### config.mk
export PLATFORM = sky130hd
export DESIGN_NAME = alu_arbiter
export DESIGN_NICKNAME = d
export VERILOG_FILES = /design/src/rtl/alu_arbiter.sv
export SDC_FILE = /design/constraint.sdc
export NUM_CORES = 1
export LEC_CHECK = 0
export ABC_AREA = 1
export BUFFER_PORTS_ARGS = -buffer_cell sky130_fd_sc_hd__buf_2
export CAP_MARGIN = 20
export CORE_MARGIN = 1
export CORE_UTILIZATION = 45
export CTS_CLUSTER_DIAMETER = 60
export DETAILED_ROUTE_END_ITERATION = 10
export GPL_ROUTABILITY_DRIVEN = 1
export GPL_TIMING_DRIVEN = 0
export PLACE_DENSITY = 0.79
export SETUP_SLACK_MARGIN = 0.1
export SYNTH_ARGS = -nofsm -noshare
export SYNTH_HDL_FRONTEND = slang
export SYNTH_SLANG_ARGS = --single-unit
### constraint.sdc
create_clock -name clk -period 1.7 [get_ports clk]
set_input_delay 0.085 -clock clk [delete_from_list [all_inputs] [get_ports clk]]
set_output_delay 0.085 -clock clk [all_outputs]
set_load 0.1 [all_outputs]
### src/rtl/alu_arbiter.sv
// Round-robin arbiter sharing one combinational ALU between two requesters, with a
// one-entry response buffer and per-requester flags. Optional macro: ALU_ARB_TIMEOUT_EN.
module alu_arbiter #(
    parameter int unsigned WIDTH   = 16,
    parameter int unsigned TIMEOUT = 15
) (
    input  logic             clk,
    input  logic             rst_n,
    input  logic             req0_valid,
    output logic             req0_ready,
    input  logic [WIDTH-1:0] req0_a,
    input  logic [WIDTH-1:0] req0_b,
    input  logic [2:0]       req0_op,
    input  logic             req1_valid,
    output logic             req1_ready,
    input  logic [WIDTH-1:0] req1_a,
    input  logic [WIDTH-1:0] req1_b,
    input  logic [2:0]       req1_op,
    output logic [WIDTH-1:0] alu_a,
    output logic [WIDTH-1:0] alu_b,
    output logic [2:0]       alu_ctrl,
    input  logic [WIDTH-1:0] alu_result,
    input  logic [4:0]       alu_flags,
    output logic             rsp_valid,
    input  logic             rsp_ready,
    output logic             rsp_id,
    output logic [WIDTH-1:0] rsp_result,
    output logic [4:0]       rsp_flags,
    output logic [4:0]       flags0,
    output logic [4:0]       flags1,
    output logic             busy,
    output logic             timeout_err
);

    localparam int unsigned OP_W   = 3;
    localparam int unsigned FLAG_W = 5;

    typedef enum logic [1:0] {IDLE, EXEC, RESP} state_t;

    state_t            state, state_nxt;
    logic              last_grant;
    logic              id_q;
    logic [OP_W-1:0]   op_q;
    logic              grant0_c, grant1_c, accept_c, hs_c;
    logic [WIDTH-1:0]  sel_a_c, sel_b_c;
    logic [OP_W-1:0]   sel_op_c;
    logic              sel_illegal_c, op_illegal_c, flag_upd_c, expire_c;

`ifdef ALU_ARB_TIMEOUT_EN
    localparam int unsigned CNT_W = (TIMEOUT > 1) ? $clog2(TIMEOUT) : 1;
    logic [CNT_W-1:0] wait_cnt;
`endif

    // Round-robin grant: on a tie the requester that did not win last time goes first.
    always_comb begin
        grant0_c      = req0_valid && (!req1_valid || last_grant);
        grant1_c      = req1_valid && (!req0_valid || !last_grant);
        req0_ready    = (state == IDLE) && grant0_c;
        req1_ready    = (state == IDLE) && grant1_c;
        accept_c      = req0_ready || req1_ready;
        hs_c          = (state == RESP) && rsp_ready;
        sel_a_c       = req1_ready ? req1_a  : req0_a;
        sel_b_c       = req1_ready ? req1_b  : req0_b;
        sel_op_c      = req1_ready ? req1_op : req0_op;
        sel_illegal_c = (sel_op_c[2:1] == 2'b11);
        op_illegal_c  = (op_q[2:1] == 2'b11);
        // ld/st, mov and branch leave the architectural flags alone.
        flag_upd_c    = !((op_q == 3'b011) || (op_q == 3'b100) || (op_q == 3'b101));
`ifdef ALU_ARB_TIMEOUT_EN
        expire_c      = (state == RESP) && !rsp_ready && (wait_cnt == CNT_W'(TIMEOUT - 1));
`else
        expire_c      = 1'b0;
`endif
    end

    always_comb begin
        state_nxt = state;
        case (state)
            IDLE:    if (accept_c) state_nxt = EXEC;
            EXEC:    state_nxt = RESP;
            RESP:    if (hs_c || expire_c) state_nxt = IDLE;
            default: state_nxt = IDLE;
        endcase
    end

    always_ff @(posedge clk or negedge rst_n) begin
        if (!rst_n) begin
            state      <= IDLE;
            last_grant <= 1'b1;
            id_q       <= 1'b0;
            op_q       <= '0;
            alu_a      <= '0;
            alu_b      <= '0;
            alu_ctrl   <= '0;
            rsp_valid  <= 1'b0;
            rsp_id     <= 1'b0;
            rsp_result <= '0;
            rsp_flags  <= '0;
            flags0     <= '0;
            flags1     <= '0;
            busy       <= 1'b0;
`ifdef ALU_ARB_TIMEOUT_EN
            wait_cnt    <= '0;
            timeout_err <= 1'b0;
`endif
        end else begin
            state <= state_nxt;
            busy  <= (state_nxt != IDLE);
`ifdef ALU_ARB_TIMEOUT_EN
            timeout_err <= 1'b0;
`endif
            case (state)
                IDLE: begin
                    if (accept_c) begin
                        id_q       <= req1_ready;
                        last_grant <= req1_ready;
                        alu_a      <= sel_a_c;
                        alu_b      <= sel_b_c;
                        op_q       <= sel_op_c;
                        if (!sel_illegal_c) alu_ctrl <= sel_op_c;
                    end
                end
                EXEC: begin
                    rsp_valid <= 1'b1;
                    rsp_id    <= id_q;
                    if (op_illegal_c) begin
                        rsp_result <= '0;
                        rsp_flags  <= FLAG_W'(5'b10000);
                    end else begin
                        rsp_result <= alu_result;
                        rsp_flags  <= alu_flags;
                    end
`ifdef ALU_ARB_TIMEOUT_EN
                    wait_cnt <= '0;
`endif
                end
                RESP: begin
                    if (hs_c) begin
                        rsp_valid <= 1'b0;
                        if (flag_upd_c) begin
                            if (rsp_id) flags1 <= rsp_flags;
                            else        flags0 <= rsp_flags;
                        end
                    end
`ifdef ALU_ARB_TIMEOUT_EN
                    else if (expire_c) begin
                        rsp_valid   <= 1'b0;
                        timeout_err <= 1'b1;
                    end else begin
                        wait_cnt <= wait_cnt + CNT_W'(1);
                    end
`endif
                end
                default: ;
            endcase
        end
    end

`ifndef ALU_ARB_TIMEOUT_EN
    assign timeout_err = 1'b0;
`endif

endmodule

==> impl_metrics.ini <==
[final_layout]
drive_gt1_share_pct = 39.4
fill_cells = 543
final_cell_area_sq_um = 4890
syn_to_final_growth_pct = 48.1
diodes = 0
layout.nets = 675

[yosys]
yosys.area.top_type_share_pct = 56.8
synthCells = 367
synth_area_leaders = dfrtp_1 (57%), nand2_1 (11%), o21ai_0 (8.9%)
synth_top_area_cell = dfrtp_1
yosys-top-cells-count = nand2_1 (94), dfrtp_1 (75), o21ai_0 (59)
synth_nets = 463
avgSynthCellArea_sq_um = 9.00
ys_ff_latch = 76
syn-cell-area_sq_um = 3300
synth_edf_count = 0
ys_seq_area_share_pct = 57.6
ys_types = 27
yosysMostFrequentCell = nand2_1
synth_ff_type = dfrtp_1
synth-warning-count = 0
ys_async_sr_fraction_pct = 100

[die]
dieArea_sq_um = 7680
initial_core_util_pct = 47.5
dieHeight_microns = 87.7
rows = 30
die_w_microns = 87.7
ioPinCount = 168
core-area_sq_um = 6940

[placed_design]
place_congestion = 0.867
dp.final_hpwl_microns = 6310
portBuffers = 166
placed_area_sq_um = 4280

[detailed_routing]
via_per_inst = 4.86
dr.first_iter.drc_count = 132
wl_per_cell_microns = 13.6
detail-route-antenna-nets = 0
first_pass_iters = 4
drcViolationCount = 0
totalWireLength_microns = 9230
via_count = 3306

[global_route]
first_global_vias = 3278
grt_usage_pct = 25.0
grt_start_max_net_pins = 45
antenna_found_initial = 0
grt_pass1_wl_microns = 14800
grt_overflow = 0

[worst_setup_path]
required_ns = 1.62
cp.arrival_ns = 1.47
path_class = flop to primary output
critPathLaunchType = flop
cp_max_fo = 10
cp-end-kind = primary output

[clock_network]
cts_buffers = 9
clock_path_buffers = 2
clockRootBuffer = clkbuf_8
clock-sinks = 76
h-tree-depth = 3
cts_tree = yes
clk_pin_slew_ns = 0.08
clock_latency_ns = 0.34

[sta]
setup_violations = 0
hold_slack_ns = 0.00483
hold_violations = 0
rsz0062_at_grt = true
timing.final.crit_period_ns = 1.55
clock_skew_ns = 0.00759
clock.fmax_mhz = 644
slew_viol_final = 0
fin_crit_sh_pct = 91.3
tns_ns = 0

[hold_path]
hp-class = input port to flop

[outcome]
status = complete, no violations

[flow_run]
maxCapViolations = 0
## registers in the layout, summed over array words and instances, names as in the netlist
name	cells
busy	1
state	2
alu_a	16
flags1	5
op_q	3
alu_b	16
rsp_result	16
rsp_flags	5
rsp_valid	1
last_grant	1
id_q	1
rsp_id	1
flags0	5
alu_ctrl	3
## critical path, stage by stage, from the launching register on
cell	delay (ns)
dfrtp_1	0.42
nor2_4	0.19
nand3_4	0.12
inv_6	0.09
buf_8	0.13
buf_12	0.17
## layout by cell type, fill, tap and decap left out, types with 2 or more instances in the layout
| master | count |
|---|---|
| a21oi_1 | 2 |
| buf_12 | 3 |
| buf_2 | 166 |
| buf_4 | 9 |
| buf_6 | 7 |
| buf_8 | 2 |
| clkbuf_1 | 5 |
| clkbuf_8 | 11 |
| clkinvlp_4 | 3 |
| dfrtp_1 | 74 |
| dlygate4sd3_1 | 29 |
| inv_1 | 12 |
| inv_2 | 3 |
| inv_6 | 2 |
| nand2_1 | 93 |
| nand3_1 | 10 |
| nand3_2 | 2 |
| nand4_1 | 2 |
| nor2_1 | 36 |
| o21ai_0 | 59 |
| o21ai_1 | 28 |
| o21ai_2 | 10 |
## metal layers
layer | wire, microns | vias to the layer above | global-route usage (%)
met4 | 225 | 0 | 11.2
met5 | 0 | - | 0
met1 | 3990 | 1513 | 30.6
met2 | 4290 | 153 | 42.4
met3 | 717 | 21 | 5.75
li1 | - | 1619 | -
## cell type report
class                   instances  area [sq um]  area share [%]
flip-flops and latches         76          1900            38.9
repair buffers                201          1210            24.7
multi-input cells             253          1200            24.5
plain buffers                  21           178            3.63
clock buffers                  11           151            3.10
well taps                      96           120            2.46
inverters                      17          72.6            1.48
clock inverters                 5          58.8            1.20
## final timing paths
path                         startpoint           end  slack, ns  depth (start not counted)
setup / recovery               state[1]    req1_ready       0.15                          5
hold / removal             alu_flags[3]  rsp_flags[3]      0.005                          3
setup reg to reg               state[1]      alu_a[5]       0.15                          7
hold reg to reg               rsp_valid     rsp_valid       0.48                          2
max in group asynchronous         rst_n    last_grant       0.84                          3
min in group asynchronous         rst_n     flags0[2]       0.23                          2
## stage by stage
stage / util [%] / setup slack, ns / std cells
after floorplan: - / 0.110 / 367
after global placement: 61.3 / -0.0716 / 629
after detailed placement: 61.6 / 0.0332 / 630
after CTS: 69.5 / 0.101 / 677
after global routing: 70.4 / 0.0744 / 680
final: 70.4 / 0.147 / 680
## what timing repair did
| item | 4_1_cts | 5_1_grt |
|---|---|---|
| gates cloned | 0 | 0 |
| hold endpoints to repair | 59 | 0 |
| hold buffers | 29 | 0 |
| buffers inserted | 2 | 3 |
| endpoints found under the setup margin | 2 | 36 |
| gates resized for setup | 9 | 18 |
| pin swaps | 2 | 3 |
## cell families (layout without fill, tap and decap cells)
kind of cell           Yosys count  after routing  share of synthesized area [%]
buffers and inverters           38            255                           6.40
AND/OR/NAND/NOR                150            150                           18.9
AO/OA/AOI/OAI                  102            102                           16.9
other                            1              1                          0.114
flip-flops                      76             76                           57.6
Power is left out: the tool's default activity adds up to more than one toggle a clock period on the data nets, which glitch-free logic cannot reach.
